### config.mk
export PLATFORM = sky130hd
export DESIGN_NAME = id_issue_buffer
export DESIGN_NICKNAME = d
export VERILOG_FILES = /design/src/rtl/id_issue_buffer_pkg.sv /design/src/rtl/id_issue_buffer.sv
export SDC_FILE = /design/constraint.sdc
export NUM_CORES = 1
export LEC_CHECK = 0
export CAP_MARGIN = 20
export CORE_UTILIZATION = 28
export DETAILED_ROUTE_END_ITERATION = 8
export MAX_ROUTING_LAYER = met4
export PLACE_DENSITY = 0.58
export SYNTH_ARGS = -nofsm -noshare
export SYNTH_HDL_FRONTEND = slang
export SYNTH_SLANG_ARGS = --single-unit
### constraint.sdc
create_clock -name clk_i -period 1.87 [get_ports clk_i]
set_input_delay 0.374 -clock clk_i [delete_from_list [all_inputs] [get_ports clk_i]]
set_output_delay 0.374 -clock clk_i [all_outputs]
set_load 0.05 [all_outputs]
### src/rtl/id_issue_buffer_pkg.sv
// Shared types for the decode-to-issue decoupling buffer.
// scoreboard_entry_t is a reduced stand-in for the core's scoreboard entry;
// id_issue_entry_t bundles it with the control-flow flag so both travel together.
package id_issue_buffer_pkg;

    typedef struct packed {
        logic [31:0] pc;
        logic [6:0]  fu_op;
        logic [4:0]  rs1;
        logic [4:0]  rs2;
        logic [4:0]  rd;
        logic        use_imm;
    } scoreboard_entry_t;

    typedef struct packed {
        scoreboard_entry_t sbe;
        logic              is_ctrl_flow;
    } id_issue_entry_t;

endpackage

### src/rtl/id_issue_buffer.sv
// id_issue_buffer: small in-order FIFO between decode and the issue stage.
// Absorbs issue-side stalls so decode can keep going. Every buffered entry is
// unissued, so either flush input empties the whole buffer.
// Optional feature: define ID_ISSUE_BUF_BYPASS_EN for a zero-latency path
// through an empty buffer.
module id_issue_buffer
    import id_issue_buffer_pkg::*;
#(
    parameter int unsigned DEPTH = 2
) (
    input  logic                    clk_i,
    input  logic                    rst_ni,
    input  logic                    flush_i,
    input  logic                    flush_unissued_instr_i,
    input  scoreboard_entry_t       decoded_instr_i,
    input  logic                    decoded_instr_valid_i,
    input  logic                    is_ctrl_flow_i,
    output logic                    decoded_instr_ack_o,
    output scoreboard_entry_t       issue_instr_o,
    output logic                    issue_instr_valid_o,
    output logic                    is_ctrl_flow_o,
    input  logic                    issue_ack_i,
    output logic [$clog2(DEPTH):0]  count_o
);

    localparam int unsigned PTR_W = $clog2(DEPTH);
    localparam int unsigned CNT_W = PTR_W + 1;

    id_issue_entry_t  entries [DEPTH];
    id_issue_entry_t  head;
    id_issue_entry_t  incoming;
    logic [PTR_W-1:0] rd_ptr;
    logic [PTR_W-1:0] wr_ptr;
    logic [CNT_W-1:0] count;
    logic             flush;
    logic             empty;
    logic             full;
    logic             head_valid;
    logic             write_en;
    logic             read_en;

    assign flush      = flush_i | flush_unissued_instr_i;
    assign empty      = (count == '0);
    assign full       = (count == CNT_W'(DEPTH));
    assign incoming   = {decoded_instr_i, is_ctrl_flow_i};
    assign head       = entries[rd_ptr];
    assign head_valid = ~empty & ~flush;
    assign count_o    = count;

    // A full buffer still accepts when the head leaves in the same cycle.
    assign decoded_instr_ack_o = decoded_instr_valid_i & ~flush & (~full | issue_ack_i);

    // Only stored entries are dequeued; a bypassed instruction never touches storage.
    assign read_en = head_valid & issue_ack_i;

`ifdef ID_ISSUE_BUF_BYPASS_EN
    logic bypass;

    assign bypass              = empty & ~flush;
    assign write_en            = decoded_instr_ack_o & ~(bypass & issue_ack_i);
    assign issue_instr_valid_o = bypass ? decoded_instr_valid_i : head_valid;
    assign issue_instr_o       = bypass ? decoded_instr_i : head.sbe;
    assign is_ctrl_flow_o      = bypass ? is_ctrl_flow_i : head.is_ctrl_flow;
`else
    assign write_en            = decoded_instr_ack_o;
    assign issue_instr_valid_o = head_valid;
    assign issue_instr_o       = head.sbe;
    assign is_ctrl_flow_o      = head.is_ctrl_flow;
`endif

    // Pointers and occupancy move together; flush returns everything to zero.
    always_ff @(posedge clk_i or negedge rst_ni) begin
        if (!rst_ni) begin
            rd_ptr <= '0;
            wr_ptr <= '0;
            count  <= '0;
        end else if (flush) begin
            rd_ptr <= '0;
            wr_ptr <= '0;
            count  <= '0;
        end else begin
            if (write_en) begin
                wr_ptr <= wr_ptr + PTR_W'(1);
            end
            if (read_en) begin
                rd_ptr <= rd_ptr + PTR_W'(1);
            end
            case ({write_en, read_en})
                2'b10:   count <= count + CNT_W'(1);
                2'b01:   count <= count - CNT_W'(1);
                default: count <= count;
            endcase
        end
    end

    // Payload storage is written only on enqueue and left untouched by flush.
    always_ff @(posedge clk_i or negedge rst_ni) begin
        if (!rst_ni) begin
            for (int i = 0; i < int'(DEPTH); i++) begin
                entries[i] <= '0;
            end
        end else if (write_en) begin
            entries[wr_ptr] <= incoming;
        end
    end

endmodule

==> summary.md, run 1 <==
### Clocking
- **later-pin clock latency in the skew report** 0.41 ns
- **TritonCTS clock tree** yes
- **# clock sinks** 116
- **clock input transition at the sequential cells of the worst setup and hold paths** 0.05 ns
- **number of CTS-inserted buffers** 17
- **Clock Tree Root** clkbuf_16
- **Max clock buf depth** 2
- **maximum level of the CTS H-tree** 4

### Status
- **run status** finished, violations left
- **failing checks** DRC, setup timing

### Finish
- **final layout net count** 533
- **layout overhead on the synthesized area** 45.53%
- **Finished Core Util** 0.4192
- **layout filler cell count** 1666
- **post-route cell area** 7582 sq um
- **non-filler instance count after layout** 713
- **area taken by multi-input logic gates** 2158 sq um
- **Sequential Area** 2907 sq um
- **share of layout cells above drive strength 1** 0.4824

### Worst setup path
- **element type at the critical path end** primary output
- **required time worst endpoint** 1.50 ns
- **crit-path max FO** 7
- **CP arrival** 1.62 ns
- **Startpoint Class** register
- **critical path class** register to primary output

### Placement
- **Placement Setup Slack** -0.2410 ns
- **placed cell count** 673
- **count of buffers from port buffering** 121
- **weighted congestion at the end of routability-driven global placement** 0.6839
- **Detailed Place HPWL** 7818 um
- **Area after DPL** 6655 sq um

### Global route
- **wire length of the first global-routing pass** 19350 um
- **Remaining Overflow, GRT** 0
- **overall track demand over capacity in global routing** 0.1354
- **via count of the first global-routing pass** 3802
- **antenna violations before repair** 1
- **pin count of the biggest net entering global routing** 45

### Floorplan
- **floorplan die height** 138.4 um
- **full die area** 19160 sq um
- **Initial Util** 0.2881
- **standard cell core area** 18090 sq um
- **overall die width** 138.4 um
- **number of rows created at floorplan** 49
- **Top-Level Pins** 122

### Timing
- **max-slew headroom at the worst pin** 0.7148
- **worst setup margin** -0.1200 ns
- **Total Negative Setup Slacks** -5.169 ns
- **Hold Violations, Final** 0
- **final max-slew violation count** 0
- **worst hold-check slack** 0.1871 ns
- **maximum achievable frequency** 502.5 MHz
- **shortest period the worst path allows** 1.990 ns
- **pin slew with the least headroom to its limit** 0.4278 ns
- **count of endpoints failing setup in the final report** 57
- **unrepaired setup endpoints after global routing** yes
- **Period Utilization, post-route** 1.064
- **final worst clock skew** 0.006327 ns

### Power and ir drop
- **Final Total Pwr** 9.463 mW
- **worst voltage drop across the vdd grid** 0.6787 mV
- **power per cell area** 1248 nW/um^2
- **leakage power of the design** 3.439 nW

### Synthesis
- **synthesized flop and latch total** 116
- **count of flip-flops with a built-in enable after synthesis** 0
- **number of nets in the synthesized netlist** 386
- **cell area after synthesis** 5210 sq um
- **count of yosys warnings during synthesis** 0
- **ranking of synthesized cells by area** dfrtp_1 56%, mux2_2 20%, mux2_1 12%
- **synthesized netlist cell count** 324
- **post-synthesis cell type with the largest combined area** dfrtp_1
- **post-synthesis async set-or-reset flop share** 1.000
- **share of the synthesized area in the top cell type** 0.5572
- **average size of a mapped cell** 16.08 sq um
- **number of distinct library cell variants in the gate-level netlist after synthesis** 28
- **part of the Yosys area used for sequential elements** 0.5572
- **Post-synth top flop** dfrtp_1

### Route
- **WL met1** 4922 um
- **WL met2** 5976 um
- **highest routing layer actually used** met4
- **routed vias/inst** 4.468
- **routed wirelength normalized by instance count** 16.52 um
- **Pre-Repair DR Iteration Count** 6
- **via count** 3186
- **remaining design rule violation count** 14
- **routed length on met3** 698 um
- **Antenna Violating Nets Remaining** 0
- **WL final** 11780 um
- **iteration-0 DRC count of the detailed router** 100

### Run
- **Max Cap Viol** 0

### Worst hold path
- **type of the worst min-delay path** input port to register

==> metal layers <==
layer  vias to the layer above  global-route usage
met4                         0             0.05500
li1                       1466                   -
met2                        92              0.2255
met3                        14             0.04122
met1                      1614              0.1510
met5                         -                   -
==> synth_stat cells, types with 2 or more instances <==
| library cell | n |
|---|---|
| nor2b_1 | 2 |
| dfrtp_1 | 116 |
| buf_2 | 3 |
| o21ai_0 | 2 |
| buf_6 | 2 |
| buf_12 | 2 |
| a21oi_1 | 2 |
| mux2_1 | 57 |
| buf_8 | 5 |
| mux2_4 | 20 |
| clkbuf_1 | 3 |
| mux2_2 | 91 |
| buf_4 | 3 |
| nor2_1 | 2 |
==> cell type report <==
cell class,instances,area share
Clock buffer,22,0.06254
Clock inverter,9,0.01683
Antenna cell,1,0.0003300
Sequential cell,116,0.3833
Tap cell,229,0.03779
Multi-Input combinational cell,190,0.2847
Timing Repair Buffer,146,0.2145
==> layout by cell type, fill, tap and decap left out, types with 2 or more instances in the layout <==
master / n
dfrtp_1: 113
mux2_2: 87
clkdlybuf4s50_1: 58
mux2_1: 57
buf_6: 57
mux2_4: 24
clkbuf_16: 18
buf_4: 15
buf_12: 11
clkbuf_8: 3
clkinvlp_4: 3
bufinv_16: 3
clkinv_2: 3
dfrtp_2: 3
nor2_1: 2
a21oi_1: 2
nor2b_1: 2
o21ai_0: 2
clkbuf_1: 2
==> power breakdown <==
| group | internal (mW) | total [mW] | switching (mW) | leakage, nW |
|---|---|---|---|---|
| clock network | 2.18 | 3.30 | 1.12 | 0.288 |
| registers | 3.06 | 3.33 | 0.263 | 1.43 |
| logic | 1.30 | 2.84 | 1.53 | 1.72 |
| total | 6.55 | 9.46 | 2.91 | 3.44 |
==> critical path, cell delays in order, from the launching register on <==
cell       delay, ns
dfrtp_2         0.40
buf_4           0.16
clkbuf_16       0.15
mux2_2          0.34
buf_6           0.16
==> final timing paths <==
path | to | start | cells after the start | slack [ns]
setup / recovery | issue_instr_o[39] | rd_ptr | 4 | -0.12
hold / removal | rd_ptr | flush_i | 2 | 0.19
setup reg to reg | entries[61] | count_o[0] | 5 | 0.08
hold reg to reg | entries[40] | entries[40] | 1 | 0.48
max in group asynchronous | count_o[1] | rst_ni | 3 | 0.80
min in group asynchronous | entries[50] | rst_ni | 2 | 0.46
==> cells by family (layout without fill, tap and decap cells) <==
kind of cell | after synthesis | after routing | synth area share
buffers and inverters | 18 | 177 | 0.03578
muxes | 168 | 168 | 0.3775
and+or+nand+nor | 13 | 13 | 0.01825
other | 0 | 1 | 0
xor gates and xnor gates | 1 | 1 | 0.001681
DFF | 116 | 116 | 0.5572
AOI/OAI and AO/OA | 8 | 8 | 0.009607
==> flip-flops by register name, summed over array words and instances (netlist names) <==
signal / cells
rd_ptr: 1
entries: 112
wr_ptr: 1
count_o: 2
==> repair_timing <==
item	4_1_cts	5_1_grt
gates resized for setup	61	4
hold buffers	1	0
buffers inserted	2	3
hold endpoints to repair	28	0
pin swaps	1	2
cloned	0	2
setup endpoints to repair	58	58
No activity file was read; power rests on OpenSTA's default activity.
==> inputs of run 2 (changes only) <==
CORE_MARGIN = 8   (was default)
==> run 2 against run 1 <==
  * The flow finishes with violations (setup timing)
  * First-iteration DRC count unchanged
  * Sequential share of layout area is 1.2 points lower
  * Core utilization is 0.50 points higher
  * Clock power rose by 8.5%
  * Flip-flop and latch count stayed put
  * Critical endpoint is now issue_instr_o[53]
  * Highest routed layer unchanged
==> summary.md, run 2 (synthesis results as in run 1) <==
### Timing
- **max-slew headroom at the worst pin** 0.5759, was 0.7148
- **Hold Violations, Final** 0, unchanged
- **final max-slew violation count** 0, unchanged
- **final worst clock skew** 0.004218 ns, was 0.006327 ns
- **maximum achievable frequency** 500.6 MHz, was 502.5 MHz
- **count of endpoints failing setup in the final report** 57, unchanged
- **Total Negative Setup Slacks** -5.759 ns, was -5.169 ns
- **Period Utilization, post-route** 1.068, was 1.064
- **unrepaired setup endpoints after global routing** yes, unchanged
- **shortest period the worst path allows** 1.997 ns, was 1.990 ns
- **worst setup margin** -0.1275 ns, was -0.1200 ns
- **pin slew with the least headroom to its limit** 0.6362 ns, was 0.4278 ns

### Finish
- **top library cells by usage in the layout, fill and taps aside** 113 x dfrtp_1, 78 x mux2_2, 57 x mux2_1, 57 x clkdlybuf4s50_1, 46 x buf_6, was 113 x dfrtp_1, 87 x mux2_2, 58 x clkdlybuf4s50_1, 57 x mux2_1, 57 x buf_6
- **Finished Core Util** 0.4243, was 0.4192
- **number of flip-flops under the largest register name** 112, unchanged
- **final layout net count** 536, was 533
- **share of layout cells above drive strength 1** 0.4928, was 0.4824
- **largest register by flop count** entries, unchanged
- **post-route cell area** 7830 sq um, was 7582 sq um
- **layout filler cell count** 1674, was 1666
- **layout overhead on the synthesized area** 50.29%, was 45.53%
- **commonest non-fill, non-tap cell in the layout** dfrtp_1, unchanged

### Clocking
- **Max clock buf depth** 2, unchanged
- **clock input transition at the sequential cells of the worst setup and hold paths** 0.05 ns, about the same
- **Clock Tree Root** clkbuf_16, unchanged
- **later-pin clock latency in the skew report** 0.40 ns, was 0.41 ns
- **hold buffers post-CTS** 0, was 1
- **TritonCTS clock tree** yes, unchanged
- **maximum level of the CTS H-tree** 4, unchanged
- **number of CTS-inserted buffers** 17, unchanged
- **# clock sinks** 116, unchanged

### Worst setup path
- **element type at the critical path end** primary output, unchanged
- **crit-path max FO** 5, was 7
- **CP arrival** 1.62 ns, about the same
- **Startpoint Class** register, unchanged
- **required time worst endpoint** 1.50 ns, about the same
- **critical path class** register to primary output, unchanged

### Floorplan
- **standard cell core area** 18460 sq um, was 18090 sq um
- **Initial Util** 0.2823, was 0.2881
- **floorplan die height** 152.4 um, was 138.4 um
- **Top-Level Pins** 122, unchanged
- **overall die width** 152.4 um, was 138.4 um
- **number of rows created at floorplan** 50, was 49
- **full die area** 23230 sq um, was 19160 sq um

### Route
- **WL final** 13240 um, was 11780 um
- **iteration-0 DRC count of the detailed router** 100, unchanged
- **routed vias/inst** 4.446, was 4.468
- **Pre-Repair DR Iteration Count** 4, was 6
- **routed wirelength normalized by instance count** 18.34 um, was 16.52 um
- **via count** 3210, was 3186
- **Antenna Violating Nets Remaining** 0, unchanged
- **remaining design rule violation count** 0, was 14

### Global route
- **via count of the first global-routing pass** 3705, was 3802
- **pin count of the biggest net entering global routing** 117, was 45
- **overall track demand over capacity in global routing** 0.1198, was 0.1354
- **antenna violations before repair** 1, unchanged
- **wire length of the first global-routing pass** 20970 um, was 19350 um
- **Remaining Overflow, GRT** 0, unchanged

### Placement
- **Detailed Place HPWL** 8231 um, was 7818 um
- **weighted congestion at the end of routability-driven global placement** 0.6625, was 0.6839
- **Area after DPL** 6621 sq um, was 6655 sq um
- **count of buffers from port buffering** 121, unchanged

### Power and ir drop
- **worst voltage drop across the vdd grid** 0.5885 mV, was 0.6787 mV
- **power per cell area** 1256 nW/um^2, was 1248 nW/um^2
- **leakage power of the design** 3.568 nW, was 3.439 nW

### Status
- **failing checks** setup timing, was DRC, setup timing
- **run status** finished, violations left, unchanged

### Run
- **Max Cap Viol** 0, unchanged

### Worst hold path
- **type of the worst min-delay path** input port to async pin, was input port to register

-- run 2: cell count changes in the layout (fill, tap and decap cells not counted), moves of 4 or more --
cell	previous run	this run
mux2_4	24	33
buf_8	1	12
mux2_2	87	78
clkbuf_8	3	7
buf_16	0	4
buf_6	57	46
-- run 2: per-layer routing --
| metal | vias to the layer above | track usage | part of all wire |
|---|---|---|---|
| li1 | 1476 | - | - |
| met1 | 1647 | 0.1343 | 0.43 |
| met2 | 75 | 0.1930 | 0.50 |
| met3 | 12 | 0.04509 | 0.056 |
| met4 | 0 | 0.04284 | 0.015 |
| met5 | - | - | 0 |
-- run 2: what timing repair did --
| action | CTS | global route |
|---|---|---|
| setup endpoints to repair | 58 | 58 |
| cloned | 4 | 2 |
| pin swaps | 2 | 1 |
| setup buffers | 7 | 1 |
| resized for setup | 78 | 19 |
-- run 2: where the power goes --
part           internal (mW)  switching (mW)
sequential              3.06           0.264
combinational           1.37            1.56
clock                   2.47            1.10
-- run 2: area by class of cell --
class,instances,area (sq um),area share
tap,234,292.8,0.03739
clock inverter,8,142.6,0.01822
sequential,116,2907,0.3712
antenna,1,2.502,0.0003196
timing repair buffer,149,1772,0.2263
clock buffer,24,521.8,0.06663
multi-input combinational,190,2192,0.2800
-- run 2: path summary, 6_finish.rpt --
check / cells past startpoint / endpoint / slack, ns / startpoint
max: 4 / issue_instr_o[53] / -0.13 / rd_ptr
min: 2 / entries[105] / 0.06 / rst_ni
max reg2reg: 5 / entries[75] / 0.09 / count_o[0]
min reg2reg: 1 / entries[41] / 0.49 / entries[41]
max in group asynchronous: 2 / count_o[0] / 1.29 / rst_ni
min in group clk_i: 2 / rd_ptr / 0.20 / flush_unissued_instr_i
-- run 2: worst max-delay path, stage by stage, from the launching register on --
cell	delay, ns
dfrtp_2	0.43
buf_4	0.16
clkbuf_16	0.16
mux2_4	0.31
buf_6	0.15
-- run 2: through the flow --
step / total power [mW] / setup slack (ns) / hold slack, ns / instances
final: 9.835 / -0.1275 / 0.05967 / 722
after global routing: 10.29 / -0.1900 / 0.09471 / 722
after CTS: 9.941 / -0.1568 / 0.07680 / 719
after detailed placement: 5.983 / -0.3322 / 0.4783 / 676
after global placement: 5.903 / -0.2919 / 0.4674 / 676
after floorplan: 5.133 / 0.03697 / 0.07841 / 324
